### src/rtl/encoder_mux_n.sv
`default_nettype none
// ============================================================================
// Module      : encoder_mux_n
// Description : Time-interleaved priority-encoder result multiplexer. Latches
//               encoder result sets and reads them out on a per-encoder phase
//               slot with a runtime-programmable delay.
// Revision    : 1.0 - initial release
// ============================================================================
module encoder_mux_n #(
    parameter int               NUM_ENC      = 2,
    parameter int               NUM_CLUSTERS = 8,
    parameter int               ADR_W        = 11,
    parameter int               CNT_W        = 3,
    parameter int               BX_PHASES    = 4,
    parameter logic [ADR_W-1:0] INVALID_ADR  = 11'h7FE
) (
    input  logic                                    clock4x,
    input  logic                                    reset,
    input  logic                                    bx0_sync,
    input  logic [3:0]                              mux_dly_in,
    input  logic [NUM_ENC-1:0]                      enc_done_in,
    input  logic [NUM_ENC*NUM_CLUSTERS*ADR_W-1:0]   enc_adr_in,
    input  logic [NUM_ENC*NUM_CLUSTERS*CNT_W-1:0]   enc_cnt_in,
    output logic [NUM_ENC-1:0]                      latch_out,
    output logic [NUM_CLUSTERS*ADR_W-1:0]           adr_out,
    output logic [NUM_CLUSTERS*CNT_W-1:0]           cnt_out,
    output logic                                    valid_out,
    output logic [((NUM_ENC > 1) ? $clog2(NUM_ENC) : 1)-1:0] enc_sel_out,
    output logic [4:0]                              nclusters_out,
    output logic                                    overflow_out,
    output logic [7:0]                              missed_out
);

    localparam int c_FRAME = NUM_ENC * BX_PHASES;
    localparam int c_PH_W  = (c_FRAME > 1) ? $clog2(c_FRAME) : 1;
    localparam int c_SEL_W = (NUM_ENC > 1) ? $clog2(NUM_ENC) : 1;
    localparam int c_SET_A = NUM_CLUSTERS * ADR_W;
    localparam int c_SET_C = NUM_CLUSTERS * CNT_W;
    localparam logic [c_SET_A-1:0] c_EMPTY_SET = {NUM_CLUSTERS{INVALID_ADR}};

    logic [c_PH_W-1:0]  r_phase;
    logic [NUM_ENC-1:0] r_full;
    logic [c_SET_A-1:0] r_hold_adr [NUM_ENC];
    logic [c_SET_C-1:0] r_hold_cnt [NUM_ENC];

    logic [NUM_ENC-1:0] w_rd;
    logic [NUM_ENC-1:0] w_latch;
    logic               w_rd_any;
    logic               w_sel_full;
    logic               w_ovf_set;
    logic [c_SEL_W-1:0] w_rd_sel;
    logic [c_SET_A-1:0] w_sel_adr;
    logic [c_SET_C-1:0] w_sel_cnt;
    int                 w_dly_mod;

    function automatic logic [4:0] count_valid(input logic [c_SET_A-1:0] set);
        logic [4:0] n;
        n = '0;
        for (int k = 0; k < NUM_CLUSTERS; k++) begin
            if (set[k*ADR_W +: ADR_W] != INVALID_ADR) n = n + 5'd1;
        end
        return n;
    endfunction

    always_ff @(posedge clock4x or negedge reset) begin
        if (!reset) begin
            r_phase <= '0;
        end else if (bx0_sync) begin
            r_phase <= '0;
        end else if (int'(r_phase) == c_FRAME - 1) begin
            r_phase <= '0;
        end else begin
            r_phase <= r_phase + 1'b1;
        end
    end

    assign w_dly_mod = int'(mux_dly_in) % c_FRAME;

    generate
        for (genvar e = 0; e < NUM_ENC; e++) begin : g_enc
            localparam int c_BASE = e * BX_PHASES;
            assign w_latch[e] = (int'(r_phase) == c_BASE);
            assign w_rd[e]    = (int'(r_phase) == (c_BASE + w_dly_mod) % c_FRAME);
        end
    endgenerate

    // A fresh capture always leaves the slot full, even when it is read out
    // on the same edge (the read then sees the previous contents).
    always_ff @(posedge clock4x or negedge reset) begin
        if (!reset) begin
            r_full <= '0;
        end else begin
            for (int e = 0; e < NUM_ENC; e++) begin
                if (enc_done_in[e])  r_full[e] <= 1'b1;
                else if (w_rd[e])    r_full[e] <= 1'b0;
            end
        end
    end

    always_ff @(posedge clock4x) begin
        for (int e = 0; e < NUM_ENC; e++) begin
            if (enc_done_in[e]) begin
                r_hold_adr[e] <= enc_adr_in[e*c_SET_A +: c_SET_A];
                r_hold_cnt[e] <= enc_cnt_in[e*c_SET_C +: c_SET_C];
            end
        end
    end

    always_comb begin
        w_rd_any   = 1'b0;
        w_rd_sel   = '0;
        w_sel_full = 1'b0;
        w_sel_adr  = c_EMPTY_SET;
        w_sel_cnt  = '0;
        for (int e = 0; e < NUM_ENC; e++) begin
            if (w_rd[e]) begin
                w_rd_any   = 1'b1;
                w_rd_sel   = c_SEL_W'(e);
                w_sel_full = r_full[e];
                w_sel_adr  = r_hold_adr[e];
                w_sel_cnt  = r_hold_cnt[e];
            end
        end
    end

    assign w_ovf_set = |(enc_done_in & r_full & ~w_rd);

    always_ff @(posedge clock4x or negedge reset) begin
        if (!reset) begin
            latch_out     <= '0;
            adr_out       <= c_EMPTY_SET;
            cnt_out       <= '0;
            valid_out     <= 1'b0;
            enc_sel_out   <= '0;
            nclusters_out <= '0;
            overflow_out  <= 1'b0;
            missed_out    <= '0;
        end else begin
            latch_out <= w_latch;
            valid_out <= 1'b0;
            if (w_ovf_set) overflow_out <= 1'b1;
            if (w_rd_any) begin
                enc_sel_out <= w_rd_sel;
                if (w_sel_full) begin
                    adr_out       <= w_sel_adr;
                    cnt_out       <= w_sel_cnt;
                    valid_out     <= 1'b1;
                    nclusters_out <= count_valid(w_sel_adr);
                end else begin
                    adr_out       <= c_EMPTY_SET;
                    cnt_out       <= '0;
                    nclusters_out <= '0;
                    if (missed_out != 8'hFF) missed_out <= missed_out + 8'd1;
                end
            end
        end
    end

endmodule
`default_nettype wire

### config.mk
export PLATFORM = sky130hd
export DESIGN_NAME = encoder_mux_n
export DESIGN_NICKNAME = d
export VERILOG_FILES = /design/src/rtl/encoder_mux_n.sv
export SDC_FILE = /design/constraint.sdc
export NUM_CORES = 1
export LEC_CHECK = 0
export ABC_AREA = 1
export CORE_MARGIN = 3
export CORE_UTILIZATION = 40
export DETAILED_ROUTE_END_ITERATION = 8
export HOLD_SLACK_MARGIN = 0.03
export PLACE_DENSITY = 0.77
export SLEW_MARGIN = 40
export SYNTH_ARGS = -nofsm -noshare
export SYNTH_HDL_FRONTEND = slang
export SYNTH_SLANG_ARGS = --single-unit
### constraint.sdc
create_clock -name clock4x -period 6.25 [get_ports clock4x]
set_clock_uncertainty 0.2 [all_clocks]
set_input_delay 1.25 -clock clock4x [delete_from_list [all_inputs] [get_ports clock4x]]
set_output_delay 1.25 -clock clock4x [all_outputs]
set_load 0.1 [all_outputs]
# Yosys cells after proc, flatten, opt, wreduce, memory -nomap -nowiden
# Memory sizes are Yosys's and may differ from the RTL's.
# Index checks and enable logic that the tools add are counted.
# Widths: inputs -> output; s select.
# op_classes
n_mux,46
add_sub_neg,10
n_reduce_logical,6
n_bitwise,5
n_eq_ne,13
# ops
op,count
$mux 88,3
$mux 5,22
$ne 11x11->1 const B,8
$mux 24,3
$add 5x1->5 const B,7
$mux 1,16
$add 8x1->8 const B,1
$ne 8x8->1 const B,1
$mux 3,2
$and 2x2->2,2
$eq 4x4->1,1
$reduce_bool 2->1,2
$add 3x1->3 const B,1
$add 3x3->3 const A,1
$eq 3x1->1 const B,1
$eq 3x3->1,1
$eq 3x3->1 const B,1
$logic_not 3->1,1
$reduce_and 3->1,1
$reduce_or 3->1,1
$not 2->2,1
$reduce_or 2->1,1
$and 1x1->1 const A,1
$not 1->1,1
# word_totals
out_inout_bits,130
input_bits,233
ramBits,224
ff_bits,135
mem_count,2
word_cells,93
# memory_table
memory,words,width,rd,rd_ports_with_merged_regs,wr,line_no,source
r_hold_adr,2,88,2,0,2,43,logic [c_SET_A-1:0] r_hold_adr [NUM_ENC];
r_hold_cnt,2,24,2,0,2,44,logic [c_SET_C-1:0] r_hold_cnt [NUM_ENC];

# Depth between registers and ports, before layout
# depth
ltp_word,36
mapped_depth,37
depth_no_buf,36

# Worst setup path before layout
# OpenSTA, ideal clock, no wires.
# synth_path
kind,input to register
start,input port mux_dly_in[1]
end,register nclusters_out[4]
slack_ps,403
n_path_buf,2
path_stages,35
arrival_ps,5527
path_cell_list,inv_1 -> nand2_1 -> nand2_2 -> nand3_2 -> buf_6 -> buf_2 -> o22ai_1 -> nor2_1 -> nand3_1 -> inv_1 -> ha_1 -> inv_1 -> nand4_1 -> nand2_1 -> inv_1 -> ha_1 -> nand2_1 -> nand2_1 -> xor2_1 -> o21ai_0 -> ha_1 -> or2_2 -> nand2_1 -> inv_1 -> ha_1 -> or2_2 -> nand2_1 -> inv_1 -> ha_1 -> nand2_1 -> nor2_1 -> nand3_1 -> nand2_1 -> nand3_1 -> nand2_1
# synth_via
elab_chain_cells,36
elab_cells_between_ends,49
classes_between,add/sub: 8; eq/ne: 10; mux: 29; bitwise: 1; reduce/logical: 1
# synth_lines
element,line_no,source
start: declaration,20,"input logic [3:0] mux_dly_in,"
$add 3x3->3,83,assign w_rd[e] = (int'(r_phase) == (c_BASE + w_dly_mod) % c_FRAME);
$reduce_or 3->1 (no line),--,
$and 1x1->1 (no line),--,
$eq 4x4->1,83,
$mux 88,116,if (w_rd[e]) begin
$ne 11x11->1,60,if (set[k*ADR_W +: ADR_W] != INVALID_ADR) n = n + 5'd1;
$mux 1,60,
$mux 5,144,if (w_sel_full) begin
[... 20 more ...],--,
$mux 5,142,if (w_rd_any) begin
$add 5x1->5,60,
$mux 5,60,
$mux 5,144,
$mux 5,142,
$add 5x1->5,60,
$mux 5,60,
$mux 5,144,
end signal: assignment,148,nclusters_out <= count_valid(w_sel_adr);
end: declaration,29,"output logic [4:0] nclusters_out,"
# Several ways; a longest one is shown, not always the timed one. The select of a mux whose other input is x is not followed.
# A chain may end at the register's enable or synchronous reset.

# Final worst setup path
# Ends and elaborated chain as after synthesis.

==> impl_metrics.toml <==
[synth]
synth-compound-area-share = 0.0914
synth_top_family_by_area = "simple AND/OR/NAND/NOR gates"
synth_top_area_cell = "edfxtp_1"
synth_fp_nets = 1330
syn_avg_cell_area_um2 = 12.7
netlist_top_cells_count = "edfxtp_1 (224), nor2_1 (172), nand2_1 (165)"
synth_cell_types = 46
synth_edf_count = 224
synthSimpleGateAreaFrac = 0.121
synthFlopType = "edfxtp_1"
synth_xor_xnor_area_share = 0.00570
synth_top_area_share = 0.487
synth_cells = 1086
synth-async-reset-ratio = 0.376
synth_area_leaders = "edfxtp_1 (49%), dfstp_2 (15%), dfrtp_1 (10%)"
synth.area.mux_share = 0
ys_seq_area_frac = 0.738
yosysMostFrequentCell = "edfxtp_1"
synthAdderAreaFrac = 0.00996
yosysWarnings = 0
synth.cell_area_um2 = 13800
synth_seq_cells = 359

[critical_path]
path_max_fanout = 5
r2r_cells = 37
critPathBufInv = 9
crit_top_cell = "nand2_2"
cp_slowest_cell = "clkdlybuf4s50_1"
crit_path_end_kind = "flop"
arrival_ps = 6290
cp_top_family = "simple AND/OR/NAND/NOR gates"
cp.required_ps = 6480
cp.depth = 38
cpPeakStageDelay_ps = 490
startpoint_type = "input port"
worstSetupPathType = "input port to flop"

[finish]
fin_area_um2 = 19000
multi_input_area_um2 = 3240
fillerInstances = 2714
drive_above_1_share = 0.252
diodes = 0
seq_area_um2 = 10200
area_delta_synth_final_pct = 37.4
final_nets = 1758

[timing]
holdWs_ps = 271
tightest_slew_ps = 777
fin_ws_ps = 192
setup_viol = 0
slew_headroom = 0.482
fin_crit_sh = 0.969
fin_crit_ps = 6060
fmax_mhz = 165
hold_viol = 0
final.setup.tns_ps = 0
slew_viol_final = 0

[die]
dieArea_um2 = 36800
num_io_pins = 363
core_um2 = 33800
fp.dieH_um = 192
initial_core_util = 0.409
rows = 67
die_x_um = 192

[clock_tree]
clock_path_buffers = 3
clkSinkCount = 359
cts_root_buffer = "clkbuf_16"
h-tree-depth = 2
numCtsBuffers = 39
cts_hold_buffers = 0
clock_latency_ps = 540
clkSlewWorstSetupHoldPaths_ps = 60
cts_tree = "yes"

[flow_run]
drv_cap = 0

[power_and_ir_drop]
peakVddDrop_mv = 0.288
leakagePower_uw = 0.00774
p_per_area_nw_per_um2 = 417

[route]
wirelength_um = 39200
avgRoutedWirePerCell_um = 19.7
dr.pass1.iters = 6
drc_errors = 0
viasPerCell = 5.11
drt_iter0_markers = 511
num_vias = 10200
ant_nets = 0

[placement]
place_congestion = 0.829
placed_area_um2 = 17600
dp_slack_ps = -640
portBuffers = 361
dpl.hpwl_um = 26300

[grt]
grt_max_degree = 74
grt_pass1_wl_um = 57400
gr-total-overflow = 0
grtUsageTotal = 0.205
antenna_found_initial = 1
first_global_vias = 10300

[worst_hold_path]
min_path_type = "flop to flop"
min_path_cells = 2

[outcome]
status = "finished, final reports clean"
## path summary, 6_finish.rpt
check	start	to	slack [ps]
max in group asynchronous	reset	cnt_out[8]	4290
worst min register to register	overflow_out	overflow_out	270
worst max-delay path	mux_dly_in[1]	nclusters_out[4]	190
worst min-delay path	overflow_out	overflow_out	270
min in group asynchronous	reset	missed_out[2]	550
worst max register to register	r_phase[0]	nclusters_out[4]	960
## final cells by class
| class | instances | area share |
|---|---|---|
| sequential | 359 | 0.537 |
| timing repair buffer | 431 | 0.187 |
| multi-input combinational | 623 | 0.170 |
| clock buffer | 56 | 0.0590 |
| tap | 448 | 0.0295 |
| inverter | 60 | 0.0121 |
| clock inverter | 16 | 0.00487 |
## worst register-to-register path, delay by kind of cell (launching register included)
| family | cells | cell delay (ps) |
|---|---|---|
| AND/OR/NAND/NOR | 22 | 2440 |
| adder cells (fa/ha/maj) | 5 | 1240 |
| buffers and inverters | 8 | 600 |
| flip-flops | 1 | 410 |
| AO/OA/AOI/OAI | 1 | 150 |
| XOR/XNOR | 1 | 140 |
## state kept, by name, summed over array words and instances (netlist names), 2 cells and up
name and flops:
adr_out 88, cnt_out 24, latch_out 2, missed_out 8, nclusters_out 5, r_full 2, r_hold_adr 176, r_hold_cnt 48
r_phase 3
## logic make-up after synthesis
group           after synthesis
simple gates                402
flops                       359
compound gates              200
buf+inv                     105
fa+ha+maj                    11
xor+xnor                      9
## power by group
| part | total, uW | switching, uW | internal [uW] |
|---|---|---|---|
| registers | 3040 | 143 | 2890 |
| clock network | 2170 | 915 | 1250 |
| logic | 2720 | 2010 | 704 |
| total | 7920 | 3070 | 4850 |
## cell usage in the layout (no fill, tap or decap), types with 4 or more instances in the layout
| cell | instances |
|---|---|
| nor2_1 | 165 |
| clkinv_1 | 5 |
| nor3_1 | 4 |
| o21ai_0 | 56 |
| o22a_1 | 30 |
| nand2_1 | 159 |
| clkbuf_16 | 40 |
| ha_1 | 11 |
| clkbuf_1 | 10 |
| a22oi_1 | 27 |
| buf_4 | 62 |
| nor4_1 | 4 |
| xor2_1 | 8 |
| buf_2 | 130 |
| clkinv_2 | 8 |
| nand3_1 | 24 |
| inv_2 | 8 |
| clkdlybuf4s50_1 | 226 |
| edfxtp_1 | 224 |
| o22ai_1 | 33 |
| dfstp_2 | 80 |
| nor2_2 | 14 |
| clkbuf_8 | 7 |
| inv_1 | 50 |
| a21oi_1 | 39 |
| buf_6 | 8 |
| dfrtp_1 | 55 |
| nand2_2 | 11 |
## stage by stage
stage               total power, uW  instances  utilization
finish                         7920       1993        0.562
detailed placement             5750       1905        0.520
CTS                            7930       1980        0.556
global placement               5840       1905        0.539
floorplan                      5000       1086            -
global route                   8290       1993        0.562
## per-layer routing
| metal | up-vias | GRT usage | part of all wire |
|---|---|---|---|
| met4 | 2 | 0.0861 | 0.035 |
| met2 | 454 | 0.351 | 0.49 |
| met3 | 92 | 0.0571 | 0.086 |
| met5 | - | 0 | 0.00026 |
| li1 | 4666 | - | - |
| met1 | 4978 | 0.244 | 0.38 |
## timing repair
action / in CTS / in global routing
pin swaps: 0 / 21
gates cloned: 0 / 1
gates resized for setup: 0 / 31
endpoints found under the setup margin: 1 / 3
setup buffers: 3 / 12
Power figures use the tool's default switching activity.
